===== src/rtl/spi_ram_pkg.sv =====
// Shared types and defaults for the SPI-attached RAM controller:
// opcodes, read-side FSM encoding and the command word layout.
package spi_ram_pkg;

  localparam int unsigned MEM_DEPTH_DEF = 256;
  localparam int unsigned ADDR_SIZE_DEF = 8;
  localparam int unsigned DATA_W        = 8;
  localparam int unsigned RX_W          = 10;

  typedef enum logic [1:0] {
    WR_ADDR = 2'b00,
    WR_DATA = 2'b01,
    RD_ADDR = 2'b10,
    RD_DATA = 2'b11
  } opcode_e;

  typedef enum logic [1:0] {
    R_NOADDR = 2'd0,
    R_READY  = 2'd1,
    R_OUT    = 2'd2
  } rd_state_e;

  typedef struct packed {
    opcode_e           op;
    logic [DATA_W-1:0] payload;
  } cmd_t;

endpackage


===== src/rtl/spi_ram_ctrl_if.sv =====
// Command/response link between the SPI slave front end and the RAM controller.
interface spi_ram_ctrl_if;
  import spi_ram_pkg::*;

  logic [RX_W-1:0]   rx_data;
  logic              rx_valid;
  logic [DATA_W-1:0] tx_data;
  logic              tx_valid;
  logic              err;

  modport master (output rx_data, rx_valid, input tx_data, tx_valid, err);
  modport slave  (input rx_data, rx_valid, output tx_data, tx_valid, err);

endinterface


===== src/rtl/spi_ram_sp_mem.sv =====
// Single-port RAM: synchronous write, registered read, one access per cycle.
module spi_ram_sp_mem
  import spi_ram_pkg::*;
#(
  parameter int unsigned MEM_DEPTH = MEM_DEPTH_DEF,
  parameter int unsigned ADDR_SIZE = ADDR_SIZE_DEF
) (
  input  logic                 clk,
  input  logic                 en,
  input  logic                 we,
  input  logic [ADDR_SIZE-1:0] addr,
  input  logic [DATA_W-1:0]    wdata,
  output logic [DATA_W-1:0]    rdata
);

  logic [DATA_W-1:0] mem [MEM_DEPTH];

  // Contents are deliberately not reset so they survive rst_n.
  always_ff @(posedge clk) begin
    if (en) begin
      if (we) mem[addr] <= wdata;
      else    rdata     <= mem[addr];
    end
  end

endmodule


===== src/rtl/spi_ram_ctrl.sv =====
// Decodes 10-bit SPI command words into RAM writes/reads; one command per
// rx_valid rising edge, read data returned two cycles after acceptance.
module spi_ram_ctrl
  import spi_ram_pkg::*;
#(
  parameter int unsigned MEM_DEPTH = MEM_DEPTH_DEF,
  parameter int unsigned ADDR_SIZE = ADDR_SIZE_DEF
) (
  input  logic           clk,
  input  logic           rst_n,
  spi_ram_ctrl_if.slave  bus
);

  cmd_t                 cmd;
  logic                 rx_valid_q;
  logic                 rx_armed;
  logic                 rx_rise_c;
  logic                 wr_fire_c;
  logic                 rd_fire_c;
  logic [ADDR_SIZE-1:0] mem_addr_c;
  logic [DATA_W-1:0]    mem_rdata;

  logic [ADDR_SIZE-1:0] wr_addr;
  logic [ADDR_SIZE-1:0] rd_addr;
  logic                 wr_addr_ok;
  logic                 rd_pend;
  rd_state_e            rd_state;
  logic [DATA_W-1:0]    tx_data;
  logic                 tx_valid;
  logic                 err;

  assign cmd = cmd_t'(bus.rx_data);

  // rx_armed blocks a level that was already high when reset released.
  assign rx_rise_c  = bus.rx_valid & ~rx_valid_q & rx_armed;
  assign wr_fire_c  = rst_n & rx_rise_c & (cmd.op == WR_DATA) & wr_addr_ok;
  assign rd_fire_c  = rst_n & rx_rise_c & (cmd.op == RD_DATA) & (rd_state != R_NOADDR);
  assign mem_addr_c = wr_fire_c ? wr_addr : rd_addr;

  spi_ram_sp_mem #(
    .MEM_DEPTH (MEM_DEPTH),
    .ADDR_SIZE (ADDR_SIZE)
  ) u_mem (
    .clk   (clk),
    .en    (wr_fire_c | rd_fire_c),
    .we    (wr_fire_c),
    .addr  (mem_addr_c),
    .wdata (cmd.payload),
    .rdata (mem_rdata)
  );

  // Command decode and read FSM; tx outputs load one cycle after the RAM read.
  always_ff @(posedge clk or negedge rst_n) begin
    if (!rst_n) begin
      rx_valid_q <= 1'b0;
      rx_armed   <= 1'b0;
      wr_addr    <= '0;
      rd_addr    <= '0;
      wr_addr_ok <= 1'b0;
      rd_pend    <= 1'b0;
      rd_state   <= R_NOADDR;
      tx_data    <= '0;
      tx_valid   <= 1'b0;
      err        <= 1'b0;
    end else begin
      rx_valid_q <= bus.rx_valid;
      rx_armed   <= rx_armed | ~bus.rx_valid;
      rd_pend    <= rd_fire_c;

      if (rd_pend) begin
        tx_data  <= mem_rdata;
        tx_valid <= 1'b1;
      end

      if (rx_rise_c) begin
        unique case (cmd.op)
          WR_ADDR: begin
            wr_addr    <= ADDR_SIZE'(cmd.payload);
            wr_addr_ok <= 1'b1;
            tx_valid   <= 1'b0;
          end
          WR_DATA: begin
            if (wr_addr_ok) wr_addr <= wr_addr + ADDR_SIZE'(1);
            else            err     <= 1'b1;
            tx_valid <= 1'b0;
          end
          RD_ADDR: begin
            rd_addr  <= ADDR_SIZE'(cmd.payload);
            rd_state <= R_READY;
            tx_valid <= 1'b0;
          end
          RD_DATA: begin
            if (rd_state == R_NOADDR) begin
              err      <= 1'b1;
              tx_valid <= 1'b0;
            end else begin
              rd_addr  <= rd_addr + ADDR_SIZE'(1);
              rd_state <= R_OUT;
            end
          end
        endcase
      end
    end
  end

  assign bus.tx_data  = tx_data;
  assign bus.tx_valid = tx_valid;
  assign bus.err      = err;

endmodule


===== src/flat_wrapper.sv =====
// flat-port wrapper written by rule: the top's interface ports become plain ports
module spi_ram_ctrl_flat import spi_ram_pkg::*;
#(
  parameter int unsigned MEM_DEPTH = MEM_DEPTH_DEF,
  parameter int unsigned ADDR_SIZE = ADDR_SIZE_DEF
)
  (clk, rst_n, bus_rx_data, bus_rx_valid, bus_tx_data, bus_tx_valid, bus_err);
  spi_ram_ctrl_if bus_i ();
  input  logic clk;
  input  logic rst_n;
  input wire logic [$bits(bus_i.rx_data)-1:0] bus_rx_data;
  input wire logic [$bits(bus_i.rx_valid)-1:0] bus_rx_valid;
  output wire logic [$bits(bus_i.tx_data)-1:0] bus_tx_data;
  output wire logic [$bits(bus_i.tx_valid)-1:0] bus_tx_valid;
  output wire logic [$bits(bus_i.err)-1:0] bus_err;
  assign bus_i.rx_data = bus_rx_data;
  assign bus_i.rx_valid = bus_rx_valid;
  assign bus_tx_data = bus_i.tx_data;
  assign bus_tx_valid = bus_i.tx_valid;
  assign bus_err = bus_i.err;
  spi_ram_ctrl #(.MEM_DEPTH(MEM_DEPTH), .ADDR_SIZE(ADDR_SIZE)) u_core (.clk(clk), .rst_n(rst_n), .bus(bus_i));
endmodule

===== config.mk =====
export PLATFORM = sky130hd
export DESIGN_NAME = spi_ram_ctrl_flat
export DESIGN_NICKNAME = d
export VERILOG_FILES = /design/src/rtl/spi_ram_pkg.sv /design/src/rtl/spi_ram_ctrl_if.sv /design/src/rtl/spi_ram_sp_mem.sv /design/src/rtl/spi_ram_ctrl.sv /design/src/flat_wrapper.sv
export SDC_FILE = /design/constraint.sdc
export NUM_CORES = 2
export LEC_CHECK = 0
export ABC_AREA = 1
export CORE_MARGIN = 8
export CORE_UTILIZATION = 50
export CTS_BUF_LIST = sky130_fd_sc_hd__clkbuf_16
export DETAILED_ROUTE_END_ITERATION = 16
export GPL_ROUTABILITY_DRIVEN = 0
export PLACE_DENSITY = 0.63
export SLEW_MARGIN = 10
export SYNTH_ARGS = -nofsm -noshare
export SYNTH_HDL_FRONTEND = slang
export SYNTH_SLANG_ARGS = --single-unit

===== constraint.sdc =====
create_clock -name clk -period 3.89 [get_ports clk]
set_clock_uncertainty 0.2 [all_clocks]
set_input_delay 0.9725 -clock clk [delete_from_list [all_inputs] [get_ports clk]]
set_output_delay 0.9725 -clock clk [all_outputs]
set_load 0.01 [all_outputs]

==> results.txt <==
From left edge to right edge, the die measures 436 um. The number of vias per cell is 5.34. The biggest cell delay along the critical path is 0.54 ns.

For this run, the leading register cell type out of synthesis is sky130_fd_sc_hd__edfxtp_1. Of the synthesized area, sequential elements account for 70.8%. The number of clock sinks is 2,088. The critical path is of the input port to register type. The number of buffers created by CTS came out at 211. Headroom to the max-slew limit came out at 34.8%.

Once the floorplan was initialized, standard cells occupied 50.2% of the core. In this run the critical register-to-register path is launched from u_core.rx_valid_q$_DFF_PN0_. In this run the count of I/O pins placed on the die edge is 23. The via count of the first global-routing pass came to 60,300. Among all cell types in the netlist, the one instantiated most often is sky130_fd_sc_hd__nand2_1.

Data arrives at the worst endpoint at 4.27 ns. The number of failing setup endpoints in the final timing report is 0. The proportion of synthesized flip-flops having asynchronous set or reset is 1.53%. The signal on the critical path passes through clkdlybuf4s50_1, nand4_2, buf_4, o21bai_4, buf_12, nand2_4, buf_12, buf_12, nand2_1, nand2_1, nand2_1, nand2_1, nand2_1, nand2_1, o21ai_1, nand2_1, nor2_2, buf_4, nor2_1, nor2_2, buf_4, nand2_1. Once placement finished, the instance area stood at 96,400 um2.

The count of unique library cells instantiated by Yosys came out at 35. Once detailed placement completed, the half-perimeter wirelength came to 154,000 um. The mean area per synthesized cell is 10.2 um2.

After filler insertion, the fill cell instance count of the layout stands at 14,400. The average wire per standard cell came out at 21.2 um. TritonCTS built the clock tree. The post-layout instance area is 104,000 um2.

The total track usage came out at 25.4%. The number of standard cells after synthesis is 8,664. The highest fanout seen on the critical path is 31.

The number of levels in the clock H-tree came out at 4. The buffering stage count on the worst path with inverters included came out at 7. After synthesis, the largest family of logic cells by area is simple AND/OR/NAND/NOR gates. The multiplexer area fraction after synthesis is 0.102%. After synthesis, the cell types taking the most area are sky130_fd_sc_hd__edfxtp_1 70%, sky130_fd_sc_hd__nand2_1 22%, sky130_fd_sc_hd__nand3_1 1.7%. The layout overhead on the synthesized area is 17.3%. Among all stages on the critical path, the largest delay is contributed by sky130_fd_sc_hd__clkdlybuf4s50_1.

The multi-input combinational cells in the finished layout cover a total of 23,800 um2. The dominant cell type by area after synthesis is sky130_fd_sc_hd__edfxtp_1. The aggregate routed wire length came out at 248,000 um. Power spread over the standard cell area amounts to 579 nW/um2.

The die is 436 um tall. Counting flops and latches in the post-synthesis netlist gives 2,088. Ranked by instance count, the synthesized netlist is headed by 5,172 x sky130_fd_sc_hd__nand2_1, 2,056 x sky130_fd_sc_hd__edfxtp_1, 376 x sky130_fd_sc_hd__nor2_1. The kind of cell with the highest combined delay on the critical path is buffers and inverters. Port buffering added 22 buffers. The number of enable flip-flop cells after synthesis is 2,056. The core region is 176,000 um2. The most critical setup path has its startpoint at bus_rx_valid.

The maximum number of pins on one net before global-route repair came out at 113. Clock latency on the worst-skew pair, taken at its later pin, is 0.85 ns. Summed over all layers, the global routing overflow is 0.

The clock-pin slew reported for the worst setup and hold paths after clock tree synthesis came out at 0.06 ns. The cell repeated most along the worst path is sky130_fd_sc_hd__nand2_1. The count of placed standard cells including taps came out at 11,300. The count of nets left with antenna violations once routing finished came out at 0.

In this run the core area contains 154 standard-cell rows. The number of max-cap violations came out at 0. The max-slew violation total from the final report is 0. The number of hold-slack violations in the final timing report was 0. The warning count from the yosys run came out at 0. Dividing the final minimum period by the clock period gives 99.5%.

The net count reported at finish is 9,152. The number of iterations in the first detailed-routing pass is 6. The kind of path behind the tightest hold check is input port to asynchronous set/reset pin. The transition time of the tightest slew-check pin came out at 0.975 ns. The type of origin of the critical path is an input port. The net count after synthesis is 8,679.

The sequential cell area is 62,500 um2. The share of final-layout standard cells stronger than drive strength 1 came out at 11.7%. The synthesized netlist devotes 0.0595% of its cell area to XOR and XNOR gates. The fraction of the mapped netlist area in simple logic gates is 25.4%. In the routed design, unresolved DRC markers number 0.

The number of antenna violations at the first check in global routing is 11. Summing every instance area after synthesis gives 88,400 um2. The post-layout instance count excluding filler cells came out at 11,700. The first routing iteration left 7,035 violations.

The data required time at the worst endpoint is 4.29 ns. The post-layout utilization of the core came out at 58.9%. The die area is 190,000 um2.

The time the worst path needs with I/O delays and setup is 3.87 ns. The highest achievable clock rate is 0.258 GHz. The largest vdd supply drop came out at 0.423 mV. The share of synthesized cell area in full adder, half adder and majority cells came out at 0.0283%. The share of the synthesized area in the top cell type came out at 69.9%. The fraction of the mapped netlist area in compound gates is 1.01%.

In this run the clock root is driven by a sky130_fd_sc_hd__clkbuf_16. The via count is 62,300. The worst setup path is captured at a register. The leakage power is 43.2 nW.

The maximum buffer depth of the clock tree is 3. The flow ran to the end, and the final reports show no timing, DRC or antenna violations. The wire length of the first global-routing pass came out at 372,000 um. The final hold slack is 0.00728 ns.
==> path summary, 6_finish.rpt <==
path	to	slack [ns]	cells past startpoint
setup / recovery	u_core.u_mem.rdata[5]$_DFFE_PP_	0.02	22
hold / removal	u_core.wr_addr[1]$_DFFE_PN0P_	0.007	2
setup reg to reg	u_core.u_mem.rdata[5]$_DFFE_PP_	0.32	22
hold reg to reg	u_core.bus.err$_DFFE_PN0P_	0.27	1
max in group asynchronous	u_core.rd_state[0]$_DFFE_PN0P_	2.87	3
min in group clk	u_core.bus.err$_DFFE_PN0P_	0.27	1
==> stage by stage <==
stage,setup TNS [ns],power [mW],setup slack (ns)
3_3_place_gp,-998.75,39.8,-0.949
2_1_floorplan,0,33.7,0.269
4_1_cts,0,60.0,0.00782
6_report,0,60.0,0.0201
3_5_place_dp,-1083.04,39.8,-1.03
5_1_grt,-0.00144,62.5,-0.00144
==> state kept, by name (all words and copies together) (netlist names), 2 cells and up <==
signal	flops
u_core.bus.tx_data	8
u_core.rd_addr	8
u_core.rd_state	2
u_core.u_mem.mem	2048
u_core.u_mem.rdata	8
u_core.wr_addr	8
==> metal layers <==
metal  up-vias  part of all wire, %  global-route usage, %
li1      29300                    -                      -
met1     29800                   41                   35.1
met2      2640                   47                   40.8
met3       454                  8.5                   4.40
met4         2                  3.6                   8.69
met5         -               0.0073                      0
==> final cells by class <==
type	instances	share of cell area (%)
diodes	6	0.0145
clock buffers	212	5.12
clock inverters	176	1.58
inverters	61	0.228
multi-input cells	6048	22.9
flip-flops and latches	2088	60.3
well taps	2340	2.82
repair buffers	727	6.97
==> logic make-up after synthesis <==
| kind of cell | Yosys count |
|---|---|
| AOI/OAI and AO/OA | 168 |
| xor gates and xnor gates | 6 |
| adders and majority gates | 2 |
| buffers and inverters | 529 |
| DFF | 2088 |
| muxes | 8 |
| and+or+nand+nor | 5863 |
==> cells in the final DEF, fill, tap and decap left out, types with 5 or more instances in the layout <==
cell type / n
sky130_fd_sc_hd__a21oi_1: 6
sky130_fd_sc_hd__nor2_4: 10
sky130_fd_sc_hd__nor2_2: 8
sky130_fd_sc_hd__inv_1: 95
sky130_fd_sc_hd__diode_2: 6
sky130_fd_sc_hd__buf_8: 8
sky130_fd_sc_hd__nor3_1: 6
sky130_fd_sc_hd__clkinv_16: 6
sky130_fd_sc_hd__bufinv_16: 25
sky130_fd_sc_hd__nor2_1: 364
sky130_fd_sc_hd__buf_4: 570
sky130_fd_sc_hd__inv_16: 5
sky130_fd_sc_hd__mux2_2: 8
sky130_fd_sc_hd__o21ai_2: 16
sky130_fd_sc_hd__clkbuf_16: 214
sky130_fd_sc_hd__o21ai_1: 110
sky130_fd_sc_hd__clkdlybuf4s50_1: 13
sky130_fd_sc_hd__clkinvlp_4: 5
sky130_fd_sc_hd__buf_12: 126
sky130_fd_sc_hd__edfxtp_1: 2056
sky130_fd_sc_hd__nand2_2: 16
sky130_fd_sc_hd__dfrtp_1: 32
sky130_fd_sc_hd__clkinv_2: 36
sky130_fd_sc_hd__o21ai_0: 17
sky130_fd_sc_hd__inv_2: 12
sky130_fd_sc_hd__nand3_1: 295
sky130_fd_sc_hd__nand2_1: 5157
sky130_fd_sc_hd__clkinv_1: 49
==> where the power goes <==
part | switching (mW) | internal [mW] | total, mW
clock network | 8.70 | 11.6 | 20.3
registers | 0.0729 | 24.8 | 24.9
logic | 10.1 | 4.71 | 14.8
==> timing repair <==
| item | in CTS | in global routing |
|---|---|---|
| endpoints found under the hold margin | 0 | 9 |
| pin swaps | 0 | 5 |
| gates resized for setup | 3 | 38 |
| hold buffers | 0 | 1 |
| cloned | 0 | 3 |
| setup endpoints to repair | 17 | 30 |
| setup buffers | 0 | 4 |
Note: power is estimated with default switching activity, not from simulation.
